File: config.mk
export PLATFORM = sky130hd
export DESIGN_NAME = and_gate
export DESIGN_NICKNAME = d
export VERILOG_FILES = /design/src/rtl/and_gate.sv
export SDC_FILE = /design/constraint.sdc
export NUM_CORES = 1
export LEC_CHECK = 0
export BUFFER_PORTS_ARGS = -buffer_cell sky130_fd_sc_hd__buf_2
export CORE_AREA = 2 2 101 103
export CTS_CLUSTER_SIZE = 24
export DETAILED_ROUTE_END_ITERATION = 6
export DIE_AREA = 0 0 103 105
export SYNTH_ARGS = -nofsm -noshare
export SYNTH_HDL_FRONTEND = slang
export SYNTH_SLANG_ARGS = --single-unit
File: constraint.sdc
create_clock -name clk -period 5.9 [get_ports clk]
set_clock_uncertainty 0.2 [all_clocks]
set_input_delay 0.59 -clock clk [delete_from_list [all_inputs] [get_ports clk]]
set_output_delay 0.59 -clock clk [all_outputs]
set_load 0.05 [all_outputs]
File: src/rtl/and_gate.sv
// Branch-decision gate: combinational PCSrc (zero & branch) plus a registered
// copy of the decision and saturating branch/taken statistics for debug readout.
module and_gate #(
  parameter int unsigned CNT_W = 32
) (
  input  logic             clk,
  input  logic             rst_n,
  input  logic             zero,
  input  logic             branch,
  input  logic             instr_valid,
  input  logic             stat_clr,
  output logic             and_out,
  output logic             taken_q,
  output logic [CNT_W-1:0] branch_cnt,
  output logic [CNT_W-1:0] taken_cnt,
  output logic             cnt_sat
);

  localparam logic [CNT_W-1:0] CNT_MAX = {CNT_W{1'b1}};
  localparam logic [CNT_W-1:0] CNT_ONE = CNT_W'(1);

  logic             taken_d;
  logic [CNT_W-1:0] branch_cnt_q, branch_cnt_d;
  logic [CNT_W-1:0] taken_cnt_q, taken_cnt_d;
  logic             cnt_sat_q, cnt_sat_d;

  // Next-PC select: must stay combinational, independent of clock and reset.
  assign and_out = zero & branch;

  always_comb begin
    taken_d      = taken_q;
    branch_cnt_d = branch_cnt_q;
    taken_cnt_d  = taken_cnt_q;
    cnt_sat_d    = cnt_sat_q;

    if (instr_valid) begin
      taken_d = and_out;
      if (branch && (branch_cnt_q != CNT_MAX)) begin
        branch_cnt_d = branch_cnt_q + CNT_ONE;
      end
      if (and_out && (taken_cnt_q != CNT_MAX)) begin
        taken_cnt_d = taken_cnt_q + CNT_ONE;
      end
    end

    // Sticky flag raised on the same edge a counter lands on all-ones.
    cnt_sat_d = cnt_sat_q | (branch_cnt_d == CNT_MAX) | (taken_cnt_d == CNT_MAX);

    // Clearing statistics overrides increments; the decision register is untouched.
    if (stat_clr) begin
      branch_cnt_d = '0;
      taken_cnt_d  = '0;
      cnt_sat_d    = 1'b0;
    end
  end

  always_ff @(posedge clk or negedge rst_n) begin
    if (!rst_n) begin
      taken_q      <= 1'b0;
      branch_cnt_q <= '0;
      taken_cnt_q  <= '0;
      cnt_sat_q    <= 1'b0;
    end else begin
      taken_q      <= taken_d;
      branch_cnt_q <= branch_cnt_d;
      taken_cnt_q  <= taken_cnt_d;
      cnt_sat_q    <= cnt_sat_d;
    end
  end

  assign branch_cnt = branch_cnt_q;
  assign taken_cnt  = taken_cnt_q;
  assign cnt_sat    = cnt_sat_q;

endmodule

### Yosys cells after proc, flatten, opt, wreduce, memory -nomap -nowiden

Index checks and enable logic that the tools add are counted.
W data, S select, Z words.

* register bits after elaboration: 66
* input bits: 6
* logic and storage cells: 22

* add/subtract/negate cells: 2
* equality and inequality tests: 4
* muxes and demuxes: 7
* bitwise gates (word level): 3
* reductions and logical operators: 2

Operator list (number)
* $mux W32: 6
* $add A32 B1 Y32 const B: 2
* $eq A32 B32 Y1 const B: 2
* $ne A32 B32 Y1 const B: 2
* $logic_and A1 B1 Y1: 2
* $or A1 B1 Y1: 2
* $and A1 B1 Y1: 1
* $mux W1: 1

### Longest topological paths before layout

* depth in word-level cells: 8
* mapped depth: 11
* mapped depth without buffers: 9

### Worst setup path after synthesis

OpenSTA, ideal clock, no wires.

* path type: register -> register
* start: register branch_cnt_q[16], in the netlist branch_cnt[16]
* end: register cnt_sat_q, in the netlist cnt_sat
* library setup time: 0.066 ns
* data arrival time: 2.838 ns
* data required time: 5.634 ns
* setup slack: 2.796 ns
* stages on the path, launching flop included: 10
* buffers on the path: 1
* clock period less this slack: 3.104 ns
* cells stage by stage: dfrtp_1 -> buf_4 -> nand4_1 -> nor4_4 -> nand3_2 -> or3_1 -> a21oi_2 -> or4b_1 -> nor4_1 -> a31o_1

* word-level cells in the longest chain between the ends: 8

RTL lines
* start, declared: RTL line 23 `logic [CNT_W-1:0] branch_cnt_q, branch_cnt_d;`
* start signal, assigned: RTL line 65 `branch_cnt_q <= branch_cnt_d;`
* parallel branches: the longest is 3 deep, another holds $add A32 B1 Y32
* $mux W32 (*): RTL line 36 `if (instr_valid) begin`
* $eq A32 B32 Y1 (*): RTL line 47 `cnt_sat_d = cnt_sat_q | (branch_cnt_d == CNT_MAX) | (taken_cnt_d == CNT_MAX);`
* $or A1 B1 Y1 (*) (2 in series): RTL line 47
* $mux W1 (*): RTL line 50 `if (stat_clr) begin`
* net cnt_sat_d: RTL line 25 `logic cnt_sat_q, cnt_sat_d;`
* end signal, assigned: RTL line 67 `cnt_sat_q <= cnt_sat_d;`
* end, declared: RTL line 25

Mark *: on every way through the listed nets, which the timed path passes.
A chain may end at the register's enable or synchronous reset.

### Worst setup path in the final report

* start: register taken_cnt_q[13], in the netlist taken_cnt[13]
* end: register cnt_sat_q, in the netlist cnt_sat

* word-level cells in the longest chain between the ends: 7

RTL lines
* start, declared: RTL line 24 `logic [CNT_W-1:0] taken_cnt_q, taken_cnt_d;`
* start signal, assigned: RTL line 66 `taken_cnt_q <= taken_cnt_d;`
* parallel branches: the longest is 3 deep, another holds $add A32 B1 Y32
* $mux W32 (*): RTL line 36
* $eq A32 B32 Y1 (*): RTL line 47
* $or A1 B1 Y1 (*): RTL line 47
* $mux W1 (*): RTL line 50
* net cnt_sat_d: RTL line 25

Marks and branches as above.

==> results.tsv <==
metric	value	unit
status	complete, no violations	
start_util	43.1	%
rsz0062_at_grt	no	
place.port_buffers	72	
r2r-start	taken_cnt[13]	
powerDensity	184	nW/um^2
antenna_found_initial	0	
ys_types	61	
drc	0	
final_cell_mix	buf_2 (72), nor2_1 (66), dfrtp_1 (66)	
p_int	661	uW
end_kind	register	
grt_first_pass_wirelength	19.1	mm
grt_pass1_vias	3695	
holdBufCountCts	0	
finalCritPeriodShare	59.6	%
nets	559	
wirelength	11.6	mm
drt_first_pass_iters	5	
critical_path_buf_inv_count	0	
synth_flop_cell	dfrtp_1	
clk_pin_slew	0.07	ns
worst-path-max-fanout	25	
crit_slowest_cell	o31ai_4	
crit_path_start_kind	register	
yosys_warnings	0	
num_vias	4013	
pwr-share-clk	43.4	%
arrival	3.62	ns
seq_area_frac_synth	39.7	%
p_leak	0.00206	uW
dieArea	10800	sq um
tightest_slew	0.869	ns
viasPerCell	5.82	
synth_area_leader_cell	dfrtp_1	
num_rows	36	
holdWs	0.219	ns
cp_top_family	compound AO/OA/AOI/OAI gates	
chipWidth	103	microns
cts_resized	0	
layout_min_cycle_time	3.52	ns
coreArea	9640	sq um
grt_start_max_net_pins	67	
synth_cells	488	
ant_nets	0	
setup_viol	0	
nFillCells	976	
combPwrFrac	5.0	%
diodes	0	
root_buffer	clkbuf_8	
chipHeight	105	microns
rr_worst_depth	8	
routabilityCongestion	0.895	
clock.fmax	284	MHz
final_common_cell	buf_2	
switching_share	25.4	%
utilization	49.9	%
irDropWorstVdd	0.123	mV
cp.depth	8	
power_switching	224	uW
post_dp_cell_area	4610	sq um
grt.total_usage	22.2	%
cap_violations	0	
dpl.hpwl	8.19	mm
ys_seq_elements	66	
maxSlewViolCount	0	
synth_edf_count	0	
final_area	4810	sq um
drt_iter0_drc	290	
hold_violations	0	
cp.required	6.00	ns
cts_buffers	9	
wire_per_inst	16.9	microns
grt_overflow_total	0	
clock_latency	0.36	ns
cts_tree	built	
tns	0	ns
synth_nets	496	
critical_path.cell_chain	nand3_1, or4_1, o31ai_4, o211ai_1, a221o_1, nand4b_1, o2bb2ai_1, a31o_1	
postCtsSetupBuffers	0	
cp-startpoint	taken_cnt[13]	
synthTopCellsByArea	dfrtp_1 (40%), nor2_1 (6.0%), xnor2_1 (4.8%)	
cts.htree.levels	3	
areaGrowthSynthToFinish	15.7	%
avgSynthCellArea	8.51	sq um
drive_above_1_share	18.3	%
cts_buffer_depth	2	
postLayoutSetupSlackWorst	2.38	ns
p_seq_share	51.6	%
pre_cts_slack	2.39	ns
cts_sinks	66	
cpPeakStageDelay	0.82	ns
syn-cell-area	4160	sq um
yosysTopAreaCellShare	39.7	%
critical_path_class	register to register	
hold_class	primary input to async pin	
pin_count	73	
max_slew_margin	42.1	%
async_reset_ff_share	100	%
-- per-stage QoR --
stage | cells | total power [uW]
6_report | 689 | 885
3_5_place_dp | 673 | 511
5_1_grt | 689 | 918
2_1_floorplan | 488 | 491
4_1_cts | 689 | 896
3_3_place_gp | 673 | 510
-- synthesized netlist by cell type (all sizes together), types with 3 or more instances --
cell type	instances
xor2	20
xnor2	23
nor2	66
and2	6
dfrtp	66
o2111ai	3
nand3	32
inv	9
o31ai	4
or3	8
o21ai	18
nor4	13
clkbuf	12
nand2	43
nand4	26
nor3	22
buf	12
mux2i	3
o22ai	3
and3	21
or4	4
a21oi	19
a31o	4
a31oi	5
and4	10
-- metal layers --
layer | part of all wire, % | global-route usage [%] | vias up
li1 | - | - | 1921
met1 | 49 | 34.2 | 1932
met2 | 43 | 30.7 | 142
met3 | 6.6 | 4.01 | 18
met4 | 1.8 | 7.99 | 0
met5 | 0 | 0 | -
-- power groups by stage --
stage	Combinational, uW	Sequential [uW]	Clock, uW
6_report	44.3	457	384
5_1_grt	49.4	457	411
4_1_cts	45.5	457	393
3_5_place_dp	45.5	466	0
3_3_place_gp	44.7	466	0
2_1_floorplan	19.1	472	0
-- registers in the layout, summed over array words and instances (netlist names) --
register	cells
taken_cnt	32
cnt_sat	1
branch_cnt	32
taken_q	1
-- worst paths after layout --
path,endpoint,slack [ns]
max,cnt_sat,2.38
min,taken_cnt[13],0.22
max reg2reg,cnt_sat,2.38
min reg2reg,taken_q,0.35
max in group asynchronous,taken_cnt[20],4.72
min in group clk,taken_q,0.27
-- cell families (layout without fill, tap and decap cells) --
kind of cell	count (synthesis)	in the layout	share of synthesized area, %
simple gates	261	261	33.2
compound gates	80	80	13.2
flops	66	66	39.7
xor+xnor	43	43	9.06
buf+inv	33	101	3.37
mux	3	3	0.723
fa+ha+maj	2	2	0.602
-- layout make-up --
class,count,area (sq um),share of cell area [%]
Clock buffer,13,179,3.72
Clock inverter,3,21.3,0.443
Inverter,9,33.8,0.703
Multi-Input combinational cell,389,2360,49.2
Sequential cell,66,1650,34.4
Tap cell,133,166,3.46
Timing Repair Buffer,76,390,8.12
Note: power is estimated with default switching activity, not from simulation.
